===== src/rtl/count_stim_pkg.sv =====
// count_stim_pkg: shared types and constants for the count_stim_driver slice.
//   state_e        driver FSM states
//   CNT_LO/CNT_HI  bounds of the squaring band of the out-mapping
//   POW_EXP        exponent applied inside the band (square)
//   DIV_BY         divisor applied above the band (implemented as a shift)
package count_stim_pkg;

    typedef enum logic [1:0] {
        IDLE   = 2'd0,
        DRIVE  = 2'd1,
        SETTLE = 2'd2,
        CHECK  = 2'd3
    } state_e;

    localparam logic [7:0] CNT_LO  = 8'h04;
    localparam logic [7:0] CNT_HI  = 8'h10;
    localparam int         POW_EXP = 2;
    localparam int         DIV_BY  = 2;

    // Shift amount equivalent to dividing by DIV_BY (DIV_BY is a power of two).
    localparam int DIV_SHIFT = $clog2(DIV_BY);

endpackage


===== src/rtl/count_stim_driver_if.sv =====
// count_stim_driver_if: request handshake between a requester and the driver.
//   req_valid  requester -> driver   request valid
//   req_count  requester -> driver   number of increment cycles
//   req_ready  driver -> requester   driver can accept (IDLE only)
interface count_stim_driver_if #(
    parameter int W = 8
);
    logic         req_valid;
    logic         req_ready;
    logic [W-1:0] req_count;

    modport master (
        output req_valid,
        output req_count,
        input  req_ready
    );

    modport slave (
        input  req_valid,
        input  req_count,
        output req_ready
    );
endinterface


===== src/rtl/cnt_out_model.sv =====
// cnt_out_model: combinational out-mapping of the zero-counting counter.
//   c  in   W   counter value
//   f  out  W   mapped value: c<4 -> 0; 4..16 -> c*c mod 2^W; c>16 -> c/2
module cnt_out_model
    import count_stim_pkg::*;
#(
    parameter int W = 8
) (
    input  logic [W-1:0] c,
    output logic [W-1:0] f
);

    logic [2*W-1:0] sq_s;

    // Full-width square; only the low W bits are kept (c=16 wraps to 0).
    always_comb begin
        sq_s = {{W{1'b0}}, c} * {{W{1'b0}}, c};
    end

    // Band selection of the mapping.
    always_comb begin
        if (c < W'(CNT_LO)) begin
            f = '0;
        end else if (c <= W'(CNT_HI)) begin
            f = sq_s[W-1:0];
        end else begin
            f = c >> DIV_SHIFT;
        end
    end

endmodule


===== src/rtl/count_stim_driver.sv =====
// count_stim_driver: drives a zero-counting counter's 'in' line low for a
// requested number of cycles, waits for its output to settle and compares the
// observed output against a shadow model.
//   clk, reset   clock and synchronous active-high reset
//   req          request handshake (slave side): req_valid/req_count/req_ready
//   drv_in       to counter 'in' (0 = increment, 1 = hold), registered
//   obs_out      counter 'out'
//   busy         high whenever not IDLE
//   done         one-cycle pulse when a check completes
//   match        obs_out == exp_out, valid with done
//   exp_out      expected counter output, held until the next done
//   model_cnt    shadow counter value (cumulative across requests)
module count_stim_driver
    import count_stim_pkg::*;
#(
    parameter int W             = 8,
    parameter int SETTLE_CYCLES = 2
) (
    input  logic                clk,
    input  logic                reset,
    count_stim_driver_if.slave  req,
    output logic                drv_in,
    input  logic [W-1:0]        obs_out,
    output logic                busy,
    output logic                done,
    output logic                match,
    output logic [W-1:0]        exp_out,
    output logic [W-1:0]        model_cnt
);

    localparam int SW = $clog2(SETTLE_CYCLES + 1);

    state_e         state_q, state_d;
    logic [W-1:0]   rem_q, rem_d;
    logic [SW-1:0]  scnt_q, scnt_d;
    logic [W-1:0]   model_q, model_d;
    logic           drv_q, drv_d;
    logic           ready_q, ready_d;
    logic           busy_q, busy_d;
    logic           done_q, done_d;
    logic           match_q, match_d;
    logic [W-1:0]   exp_q, exp_d;
    logic [W-1:0]   f_s;

    cnt_out_model #(.W(W)) u_model (
        .c (model_q),
        .f (f_s)
    );

    // Next-state and next-output logic; all outputs are registered from *_d.
    always_comb begin
        state_d = state_q;
        rem_d   = rem_q;
        scnt_d  = scnt_q;
        model_d = model_q;
        drv_d   = 1'b1;
        ready_d = 1'b0;
        busy_d  = 1'b1;
        done_d  = 1'b0;
        match_d = match_q;
        exp_d   = exp_q;
        case (state_q)
            IDLE: begin
                if (req.req_valid && ready_q) begin
                    rem_d  = req.req_count;
                    scnt_d = '0;
                    if (req.req_count != '0) begin
                        state_d = DRIVE;
                        drv_d   = 1'b0;
                    end else begin
                        // Zero-length request still goes through settle/check.
                        state_d = SETTLE;
                        drv_d   = 1'b1;
                    end
                end else begin
                    ready_d = 1'b1;
                    busy_d  = 1'b0;
                end
            end
            DRIVE: begin
                model_d = model_q + W'(1);
                rem_d   = rem_q - W'(1);
                if (rem_q == W'(1)) begin
                    state_d = SETTLE;
                    drv_d   = 1'b1;
                end else begin
                    drv_d   = 1'b0;
                end
            end
            SETTLE: begin
                // Covers the counter's count register plus its output register.
                if (scnt_q == SW'(SETTLE_CYCLES - 1)) begin
                    state_d = CHECK;
                end else begin
                    scnt_d = scnt_q + SW'(1);
                end
            end
            CHECK: begin
                exp_d   = f_s;
                match_d = (obs_out == f_s);
                done_d  = 1'b1;
                state_d = IDLE;
                ready_d = 1'b1;
                busy_d  = 1'b0;
            end
            default: begin
                state_d = IDLE;
                ready_d = 1'b1;
                busy_d  = 1'b0;
            end
        endcase
    end

    // State and output registers with synchronous reset.
    always_ff @(posedge clk) begin
        if (reset) begin
            state_q <= IDLE;
            rem_q   <= '0;
            scnt_q  <= '0;
            model_q <= '0;
            drv_q   <= 1'b1;
            ready_q <= 1'b1;
            busy_q  <= 1'b0;
            done_q  <= 1'b0;
            match_q <= 1'b0;
            exp_q   <= '0;
        end else begin
            state_q <= state_d;
            rem_q   <= rem_d;
            scnt_q  <= scnt_d;
            model_q <= model_d;
            drv_q   <= drv_d;
            ready_q <= ready_d;
            busy_q  <= busy_d;
            done_q  <= done_d;
            match_q <= match_d;
            exp_q   <= exp_d;
        end
    end

    assign req.req_ready = ready_q;
    assign drv_in        = drv_q;
    assign busy          = busy_q;
    assign done          = done_q;
    assign match         = match_q;
    assign exp_out       = exp_q;
    assign model_cnt     = model_q;

endmodule

===== src/flat_wrapper.sv =====
// flat-port wrapper written by rule: the top's interface ports become plain ports
module count_stim_driver_flat import count_stim_pkg::*;
#(
    parameter int W             = 8,
    parameter int SETTLE_CYCLES = 2
)
  (clk, reset, drv_in, obs_out, busy, done, match, exp_out, model_cnt, req_req_valid, req_req_count, req_req_ready);
  count_stim_driver_if #(.W(W)) req_i ();
  input  logic clk;
  input  logic reset;
  output logic drv_in;
  input  logic [W-1:0] obs_out;
  output logic busy;
  output logic done;
  output logic match;
  output logic [W-1:0] exp_out;
  output logic [W-1:0] model_cnt;
  input wire logic [$bits(req_i.req_valid)-1:0] req_req_valid;
  input wire logic [$bits(req_i.req_count)-1:0] req_req_count;
  output wire logic [$bits(req_i.req_ready)-1:0] req_req_ready;
  assign req_i.req_valid = req_req_valid;
  assign req_i.req_count = req_req_count;
  assign req_req_ready = req_i.req_ready;
  count_stim_driver #(.W(W), .SETTLE_CYCLES(SETTLE_CYCLES)) u_core (.clk(clk), .reset(reset), .req(req_i), .drv_in(drv_in), .obs_out(obs_out), .busy(busy), .done(done), .match(match), .exp_out(exp_out), .model_cnt(model_cnt));
endmodule

===== config.mk =====
export PLATFORM = sky130hd
export DESIGN_NAME = count_stim_driver_flat
export DESIGN_NICKNAME = d
export VERILOG_FILES = /design/src/rtl/count_stim_pkg.sv /design/src/rtl/count_stim_driver_if.sv /design/src/rtl/cnt_out_model.sv /design/src/rtl/count_stim_driver.sv /design/src/flat_wrapper.sv
export SDC_FILE = /design/constraint.sdc
export NUM_CORES = 1
export LEC_CHECK = 0
export CORE_MARGIN = 5
export CORE_UTILIZATION = 54
export DETAILED_ROUTE_END_ITERATION = 10
export PLACE_DENSITY = 0.81
export REMOVE_ABC_BUFFERS = 1
export SLEW_MARGIN = 10
export SYNTH_ARGS = -nofsm -noshare
export SYNTH_HDL_FRONTEND = slang
export SYNTH_HIERARCHICAL = 1
export SYNTH_SLANG_ARGS = --single-unit

===== constraint.sdc =====
create_clock -name clk -period 5.05 [get_ports clk]
set_clock_uncertainty 0.15 [all_clocks]
set_input_delay 1.2625 -clock clk [delete_from_list [all_inputs] [get_ports clk]]
set_output_delay 1.2625 -clock clk [all_outputs]
set_load 0.005 [all_outputs]

Word level (Yosys, flattened, before mapping). Cells that the tools add are included.

Flip-flop bits (word level): 33. Input bits: 19. Output and inout port bits: 21. Logic and storage cells: 55.

Add/subtract/negate cells: 3. Multipliers: 1. $lt $le $gt $ge: 2. Equal/unequal tests: 10. Multiplexer cells: 21. Reduce and logical (&&, ||, !) cells: 8.

Operator list (number): 8-bit two-way mux (3); 8-bit one-hot mux with 2 select lines (1); 2-bit two-way mux (6); 8-bit by 1-bit adder with 8-bit output, second input constant (1); 8-bit by 1-bit == test with 1-bit output, second input constant (1); 8-bit == test (1); 8-bit by 5-bit less-or-equal comparator with 1-bit output, second input constant (1); 8-bit by 3-bit < comparator with 1-bit output, second input constant (1); 8-bit by 8-bit multiplier with 8-bit output (1); 2-bit one-hot mux with 4 select lines (1); 8-bit nonzero test (1); 8-bit by 1-bit subtractor with 8-bit output, second input constant (1); 1-bit two-way mux (6); 2-bit by 1-bit != test with 1-bit output, second input constant (3); 1-bit one-hot mux with 2 select lines (3); 3-bit AND reduction (2); 2-bit by 1-bit == test with 1-bit output, second input constant (2); 2-bit == test, second input constant (2); 2-bit one-hot mux with 2 select lines (1); 2-bit nonzero test (2); 2-bit by 1-bit adder with 2-bit output, second input constant (1); 2-bit zero test (1); 2-bit != test, second input constant (1); 2-bit AND reduction (1); 1-bit logical AND (1).

Depth between registers and ports, before layout. Gate-level depths: netlist of run 1.

Depth after elaboration: 4. Gate-level depth with buffers: 18. Mapped depth without buffers: 17.

Cells and area by module. Netlist of run 1, hierarchy kept.

By module, submodules not included: count_stim_driver (instances 1, cells each 195, area an instance 1716.6 um2, seq. area each 660.6 um2); cnt_out_model (instances 1, cells each 81, area an instance 703.2 um2, seq. area each 0.0 um2).

Worst setup path before layout of run 1. Ideal clock, no wire load.

Kind: reg2reg. Start: register u_core.model_q[4], in the netlist u_core/model_cnt[4]. End: register u_core.match_q, in the netlist u_core/match. Arrival time: 3803 ps. Required time: 4826 ps. Setup slack: 1022 ps. Stages on the path, launching flop included: 19. Path buffers: 1. Period minus slack after synthesis: 4028 ps. Path through: dfxtp_1 buf_2 and2_1 xor2_1 ha_1 a21o_1 fa_1 ha_1 inv_1 fa_1 inv_1 ha_1 a21o_1 a21oi_1 xnor3_1 and2_1 xnor2_1 nand3_1 o21ai_0.

Cells in the longest elaborated chain, start to end: 4. Elaborated cells on any way between the ends: 6. Those cells by class: mul: 1; order compare: 2; eq/ne: 1; mux: 2.

RTL lines: start, declared (line count_stim_driver.sv:36) `logic [W-1:0] model_q, model_d;`; start signal, assigned (line count_stim_driver.sv:131) `model_q <= model_d;`; 8-bit by 8-bit multiplier with 8-bit output / 8-bit by 5-bit less-or-equal comparator with 1-bit output (equally long branches) (line cnt_out_model.sv:17, cnt_out_model.sv:24); 8-bit two-way mux (line cnt_out_model.sv:24) `end else if (c <= W'(CNT_HI)) begin`; 8-bit two-way mux (*) (line cnt_out_model.sv:22) `if (c < W'(CNT_LO)) begin`; net u_core.f_s[7] (line count_stim_driver.sv:43) `logic [W-1:0] f_s;`; 8-bit == test (*) (line count_stim_driver.sv:100) `match_d = (obs_out == f_s);`; end signal, assigned (line count_stim_driver.sv:136) `match_q <= match_d;`; end, declared (line count_stim_driver.sv:41) `logic match_q, match_d;`.

The timed path passes the listed nets; every way through them passes the cells marked *. A chain may end at the register's enable or synchronous reset.

Final worst setup path of run 1.
Start: register u_core.model_q[0], in the netlist u_core/model_cnt[0]. End: register u_core.match_q, in the netlist u_core/match.

The elaborated chain is that of the path after synthesis.

==> metrics.md, run 1 <==
| Metric | Value |
|---|---|
| CP dominant cell by count | `ha_1` |
| Tot Pwr | `just over 1 mW` |
| First-pass GRT wire length | `about 9400 microns` |
| FF/Latch Area | `660.6 sq um` |
| Synth cell count leaders | `nor2_1 (34), dfxtp_1 (33), inv_1 (21), ha_1 (19), a21oi_1 (15)` |
| Total wire length | `~5400 microns` |
| Vias/cell | `around 5.6` |
| Reg-to-reg startpoint | `u_core/model_cnt[0]` |
| Synth top area cells | `dfxtp_1 (27%), ha_1 (9.8%), fa_1 (6.6%), nor2_1 (5.3%), mux2i_1 (4.6%)` |
| Largest net degree at the start of global routing | `25` |
| Die area | `slightly below 6000 sq um` |
| Sw Pwr | `between 0.4 and 0.5 mW` |
| Filler Cells Inserted | `between 300 and 400` |
| P&R area growth vs syn | `19.75%` |
| Most common cell in the netlist | `nor2_1` |
| Worst reg-to-reg path cell count | `17` |
| Asr flop ratio synth | `0` |
| Met1 wire length | `2525 microns` |
| Slew headroom | `0.5641` |
| Fin Hold WS | `between 0.3 and 0.4 ns` |
| Peak fanout along the critical path | `14` |
| Origin of the worst setup path | `u_core/model_cnt[0]` |
| Die Height | `between 70 and 80 microns` |
| Clock latency on the worst-skew pair | `~0.28 ns` |
| Slew at the pin closest to its max-slew limit | `0.6539 ns` |
| Root Buffer | `clkbuf_8` |
| Average wire per standard cell | `between 10 and 15 microns` |
| DR vias | `2063` |
| CTS tree | `built` |
| Sequential-to-total area share from yosys stat | `0.2730` |
| Critical-path cell list | `and2_1 > xor2_1 > ha_1 > a21o_1 > fa_1 > ha_1 > inv_1 > fa_1 > inv_1 > ha_1 > a21o_1 > a21oi_1 > xnor3_1 > and2_1 > xnor2_1 > nand3_1 > o21ai_0` |
| First-pass DRT Iterations | `4` |
| Yosys top cell area share | `0.2730` |
| HP Start | `u_core/match` |
| Power share of the clock group | `0.190` |
| Placer Congestion | `roughly 0.83` |
| Post-synth EDFFs | `0` |
| Avg Inst Size Synth | `~9 sq um` |
| Max layer used | `met4` |
| Post-CTS Resized | `0` |
| Fin crit share | `0.8502` |
| Fmax | `roughly 230 MHz` |
| Initial Util | `0.5557` |
| Multi-input logic area | `1602 sq um` |
| Die width | `between 70 and 80 microns` |
| Post-CTS setup buffers | `0` |
| Crit path to | `u_core/match` |
| Reg2reg end | `u_core/match` |
| Metal3 WL | `332 microns` |
| CTS buffer count | `5` |
| PnR worst setup slack | `approximately 0.76 ns` |
| Pre-CTS setup slack | `approximately 0.77 ns` |
| #FFs+latches synth | `33` |
| Core Box Area | `around 4400 sq um` |
| Worst-path clk slew | `roughly 0.07 ns` |
| FF-to-FF setup slack | `0.76 ns` |
| Area leader, netlist | `dfxtp_1` |
| Non-filler instance count after layout | `367` |
| DP Area | `approximately 2800 sq um` |
| Share of cells above drive strength 1 | `0.07937` |
| Setup_tns | `0 ns` |
| Max Cap Viol | `0` |
| Pwr Density | `349.0 nW/um^2` |
| HP Class | `reg2reg` |
| Final setup vio count | `0` |
| Combinational Power Share | `0.443` |
| WS Path Type | `reg2reg` |
| Max VDD drop | `roughly 0.32 mV` |
| Cells after DPL | `between 300 and 400` |
| Cell area after synthesis | `2420 sq um` |
| Post-layout util | `0.6655` |
| Ys flop type | `dfxtp_1` |
| Count of pins over their slew limit | `0` |
| Top Family by Delay on Critical Path | `adder cells` |
| CP arrival | `between 4 and 5 ns` |
| Critical Path Source Type | `register` |
| Pleak | `around 1.2 nW` |
| Depth of the CTS H-tree | `2` |
| NumNets Final | `360` |
| Clock tree sinks | `33` |
| Diode count | `0` |
| # IOs | `40` |
| I/O Buffers | `39` |
| Iter 0 DRT Violations | `between 100 and 150` |
| Number of synthesis warnings | `6` |
| Synth Instances | `around 280` |
| Post-route ant nets | `0` |
| GRT Resource Usage Total | `0.1892` |
| Detailed Place HPWL | `approximately 4200 microns` |
| Worst path required time | `approximately 5 ns` |
| Met2 WL | `~2500 microns` |
| Initial antenna violation count | `0` |
| Drt drc | `0` |
| Pint | `0.6076 mW` |
| Reg power frac | `0.368` |
| Sw frac | `0.3991` |
| Outcome | `finished clean` |
| Unrepaired setup endpoints after global routing | `no` |
| Design Area, Final | `~2900 sq um` |
| Worst setup EP type | `register` |
| Tmin final | `between 4 and 5 ns` |
| # rows | `24` |
| CP max stage delay | `about 0.6 ns` |
| Levels on crit path | `17` |
| Longest Clk Path Bufs | `2` |
| WP buf/inv | `2` |
| Final Hold Fails | `0` |
| Total gr overflow | `0` |
| Netlist cell types | `between 50 and 60` |
| Slowest CP cell | `dfxtp_1` |
| CTS Hold Bufs | `0` |
| Number of global-route vias before repair | `between 1500 and 2000` |
[state kept, by name, summed over array words and instances, names as in the netlist]
signal                count
u_core/exp_out            8
u_core/req.req_ready      1
u_core/match              1
u_core/scnt_q             2
u_core/done               1
u_core/rem_q              8
u_core/drv_in             1
u_core/state_q            2
u_core/busy               1
u_core/model_cnt          8
[worst reg2reg max path, cell delays in order (launching register included)]
cell	delay [ns]
dfxtp_1	0.60
and2_1	0.26
xor2_1	0.09
ha_1	0.18
a21o_1	0.16
fa_1	0.43
ha_1	0.29
inv_1	0.05
fa_1	0.53
inv_1	0.04
ha_1	0.33
a21o_1	0.17
a21oi_1	0.16
xnor3_1	0.22
and2_1	0.18
xnor2_1	0.16
nand3_1	0.08
o21ai_0	0.15
[cell type report]
cell class              count  area share
flip-flops and latches     33      0.2280
well taps                  52     0.02245
clock buffers               5     0.02375
inverters                  21     0.02720
multi-input cells         212      0.5527
clock inverters             3    0.006045
repair buffers             41      0.1399
[metal layers]
metal / vias up / global-route usage
met5: - / 0
li1: 1032 / -
met1: 961 / 0.2638
met2: 66 / 0.2963
met3: 4 / 0.04918
met4: 0 / 0.03497
[cells in the final DEF (no fill, tap or decap), types with 5 or more instances in the layout]
cell             count
a21o_1               5
a21oi_1             15
and2_1               6
and2_2               6
clkbuf_8             5
clkdlybuf4s50_1     39
dfxtp_1             33
fa_1                 8
ha_1                19
inv_1               21
mux2i_1             11
nand2_1             10
nand3_1              5
nor2_1              34
o21ai_0             11
xnor2_1              8
xor2_1              11
[power by group through the flow]
stage | combinational (mW) | sequential, mW | clock (mW)
floorplan | 0.322 | 0.361 | 0
global placement | 0.431 | 0.373 | 0
detailed placement | 0.443 | 0.376 | 0
CTS | 0.446 | 0.370 | 0.200
global route | 0.499 | 0.379 | 0.218
finish | 0.447 | 0.372 | 0.192
[logic make-up after synthesis]
logic type,after synthesis,synth area share
other,1,0.001550
adders and majority gates,27,0.1644
muxes,13,0.05481
xor gates and xnor gates,21,0.08480
DFF,33,0.2730
and+or+nand+nor,95,0.2079
buffers and inverters,32,0.06670
AOI/OAI and AO/OA,54,0.1469
[how the worst min path moves through the flow]
stage / endpoint / slack (ns) / depth (start not counted)
global route: u_core/match / 0.35 / 2
global placement: u_core/match / 0.29 / 2
floorplan: u_core/match / 0.30 / 2
CTS: u_core/match / 0.32 / 2
finish: u_core/match / 0.32 / 2
detailed placement: u_core/match / 0.30 / 2
Note: power is estimated with default switching activity, not from simulation.
==> inputs of run 2 (changes only) <==
--- a/config.mk
+++ b/config.mk
@@ -5,8 +5,9 @@
 export SDC_FILE = /design/constraint.sdc
 export NUM_CORES = 1
 export LEC_CHECK = 0
+export ABC_AREA = 1
 export CORE_MARGIN = 5
-export CORE_UTILIZATION = 54
+export CORE_UTILIZATION = 50
 export DETAILED_ROUTE_END_ITERATION = 10
 export PLACE_DENSITY = 0.81
 export REMOVE_ABC_BUFFERS = 1
==> run 2 against run 1 <==
  * First-iteration DRC count increased by 16%
  * Clock power rose by 32%
  * Flip-flop and latch count is the same
  * Largest power group unchanged
  * Cell count increased by 34%
  * Combinational power up 36%
  * Worst hold slack worse by 0.0014 ns
  * Register-to-register slack gained 0.08 ns
  * Critical path depth increased by 8
  * Wire length is 5.7% higher
  * Non-clock buffer count shrank 2
==> metrics.md, run 2 <==
| Metric | Value |
|---|---|
| Depth of the CTS H-tree | `2 (unchanged)` |
| Clock latency on the worst-skew pair | `0.27 ns (about the same)` |
| Synth cell count leaders | `nand2_1 (84), inv_1 (73), nor2_1 (47), dfxtp_1 (33), o21ai_0 (26)` |
| Most common cell in the netlist | `nand2_1` |
| HP Class | `reg2reg` |
| Peak fanout along the critical path | `12 (-2)` |
| #FFs+latches synth | `33 (unchanged)` |
| Max VDD drop | `0.4140 mV (+29%)` |
| Post-synth EDFFs | `0 (unchanged)` |
| Drt drc | `0 (unchanged)` |
| Final Hold Fails | `0 (unchanged)` |
| Hold depth | `2 (unchanged)` |
| Worst reg-to-reg path cell count | `25 (+8)` |
| I/O Buffers | `39 (unchanged)` |
| Root Buffer | `clkbuf_8` |
| Die area | `6557 sq um (+11%)` |
| Post-route ant nets | `0 (unchanged)` |
| Placer Congestion | `0.8488 (+2.8%)` |
| CTS Hold Bufs | `0 (unchanged)` |
| Asr flop ratio synth | `0 (unchanged)` |
| Unrepaired setup endpoints after global routing | `no` |
| Max Cap Viol | `0 (unchanged)` |
| Worst-path clk slew | `0.07 ns (about the same)` |
| Number of synthesis warnings | `6 (unchanged)` |
| P&R area growth vs syn | `21.11%` |
| Slew at the pin closest to its max-slew limit | `0.6922 ns (+0.03829 ns)` |
| Post-layout util | `0.6332 (-0.03227)` |
| Count of pins over their slew limit | `0 (unchanged)` |
| Ys flop type | `dfxtp_1` |
| Tmin final | `4.212 ns (-0.08130 ns)` |
| Synth Instances | `385 (+39%)` |
| Levels on crit path | `25 (+8)` |
| Origin of the worst setup path | `u_core/model_cnt[1]` |
| Post-CTS Resized | `0 (unchanged)` |
| WS Path Type | `reg2reg` |
| Fin crit share | `0.8341 (-0.01610)` |
| CTS tree | `built` |
| Critical Path Source Type | `register` |
| Netlist cell types | `34 (-38%)` |
| Highest-count cells in the layout ignoring fill and taps | `nand2_1 (84), inv_1 (73), nor2_1 (47), clkdlybuf4s50_1 (39), dfxtp_1 (33)` |
| Slew headroom | `0.5386 (-0.02553)` |
| WP buf/inv | `5 (+3)` |
| Yosys top cell area share | `0.2623 (-0.01071)` |
| Largest net degree at the start of global routing | `22 (-12%)` |
| Detailed Place HPWL | `4306 microns (+2.8%)` |
| DR vias | `2483 (+20%)` |
| First-pass GRT wire length | `9556 microns (+1.4%)` |
| FF-to-FF setup slack | `0.84 ns (+0.08 ns)` |
| Fmax | `237.4 MHz (+1.9%)` |
| Sequential-to-total area share from yosys stat | `0.2623 (-0.01071)` |
| CP dominant cell by count | `nand2_1` |
| Reg-to-reg startpoint | `u_core/model_cnt[1]` |
| Pwr Density | `412.2 nW/um^2 (+18%)` |
| Iter 0 DRT Violations | `136 (+16%)` |
| Avg Inst Size Synth | `6.542 sq um (-25%)` |
| HP Start | `u_core/scnt_q[1]` |
| Initial antenna violation count | `0 (unchanged)` |
| GRT Resource Usage Total | `0.1803 (-0.008968)` |
| Cell area after synthesis | `2519 sq um (+4.1%)` |
| Die width | `80.98 microns (+5.2%)` |
| Clock tree sinks | `33 (unchanged)` |
| Worst path required time | `5.10 ns (about the same)` |
| CP max stage delay | `0.55 ns (-0.05 ns)` |
| CP arrival | `4.26 ns (-0.09 ns)` |
| Die Height | `80.98 microns (+5.2%)` |
| Most common cell after layout, fill and taps aside | `nand2_1` |
| Initial Util | `0.5229 (-0.03289)` |
| Share of cells above drive strength 1 | `0.05910 (-0.02026)` |
| Top Family by Delay on Critical Path | `adder cells` |
| Pleak | `1.505 nW (+23%)` |
| Longest Clk Path Bufs | `2 (unchanged)` |
| Worst setup EP type | `register` |
| CTS buffer count | `5 (unchanged)` |
| Vias/cell | `5.067 (-9.9%)` |
| NumNets Final | `468 (+30%)` |
| Total gr overflow | `0 (unchanged)` |
| Average wire per standard cell | `11.63 microns (-21%)` |
| First-pass DRT Iterations | `5 (+1)` |
| Synth top area cells | `dfxtp_1 (26%), nand2_1 (13%), inv_1 (11%), ha_1 (9.4%), nor2_1 (7.0%)` |
| Filler Cells Inserted | `449 (+22%)` |
| Slowest CP cell | `dfxtp_1` |
| Reg2reg end | `u_core/match` |
| # IOs | `40 (unchanged)` |
| Final setup vio count | `0 (unchanged)` |
| Post-CTS setup buffers | `0 (unchanged)` |
| Total wire length | `5698 microns (+5.7%)` |
| Setup_tns | `0 ns (unchanged)` |
| Core Box Area | `4817 sq um (+11%)` |
| Number of global-route vias before repair | `2299 (+16%)` |
| Area leader, netlist | `dfxtp_1` |
| Worst hold endpoint | `u_core/scnt_q[1]` |
| Diode count | `0 (unchanged)` |
| # rows | `25 (+4.2%)` |
| Outcome | `finished clean` |
-- run 2: cell types whose count changed after synthesis, sizes merged, moves of 11 or more --
cell	before	now
a21oi	15	26
and2	12	0
inv	21	75
mux2i	11	0
nand2	10	88
nand3	5	19
nor2	34	51
o21ai	11	33
-- run 2: where the power goes --
part           switching, mW  internal (mW)
combinational          0.373          0.235
sequential            0.0637          0.333
clock                 0.0918          0.161
total                  0.529          0.729
-- run 2: worst min-delay path, stage by stage, from the launching register on --
cell     delay [ns]
dfxtp_1        0.30
inv_1          0.07
a21oi_1        0.06
-- run 2: worst max path at each step --
stage               slack [ns]           end
floorplan                 1.15  u_core/match
detailed placement        0.86  u_core/match
CTS                       0.84  u_core/match
global placement           1.0  u_core/match
finish                    0.84  u_core/match
global route              0.46  u_core/match
-- run 2: metrics by stage --
step | setup slack, ns | instance area [sq um] | instances | hold slack [ns] | total power, mW
after detailed placement | 0.8568 | 2934 | 482 | 0.3125 | 0.9944
after global placement | 0.9973 | 2934 | 482 | 0.3025 | 0.9796
final | 0.8377 | 3050 | 490 | 0.3165 | 1.257
after global routing | 0.4573 | 3050 | 490 | 0.3459 | 1.370
after floorplan | 1.149 | 2460 | 376 | 0.2846 | 0.8257
after CTS | 0.8437 | 3050 | 490 | 0.3222 | 1.261
-- run 2: kinds of logic after synthesis --
group                    after synthesis  share of synthesized area
buffers and inverters                 86                     0.1406
other                                  1                   0.001489
flip-flops                            33                     0.2623
adder cells (fa/ha/maj)               27                     0.1580
AO/OA/AOI/OAI                         64                     0.1416
XOR/XNOR                               5                    0.01739
AND/OR/NAND/NOR                      169                     0.2787
-- run 2: cell type report --
type	instances	area, sq um	share of cell area
Clock inverter	1	30.03	0.009844
Tap cell	67	83.83	0.02748
Multi-Input combinational cell	267	1508	0.4943
Clock buffer	7	86.33	0.02830
Inverter	76	291.5	0.09557
Timing Repair Buffer	39	390.4	0.1280
Sequential cell	33	660.6	0.2166
-- run 2: routing by layer --
metal | GRT usage | wire [microns] | vias to the layer above
met3 | 0.02772 | 226 | 9
met1 | 0.2120 | 2498 | 1158
met2 | 0.3374 | 2916 | 57
met5 | 0 | 0 | -
li1 | - | - | 1259
met4 | 0.04730 | 57 | 0
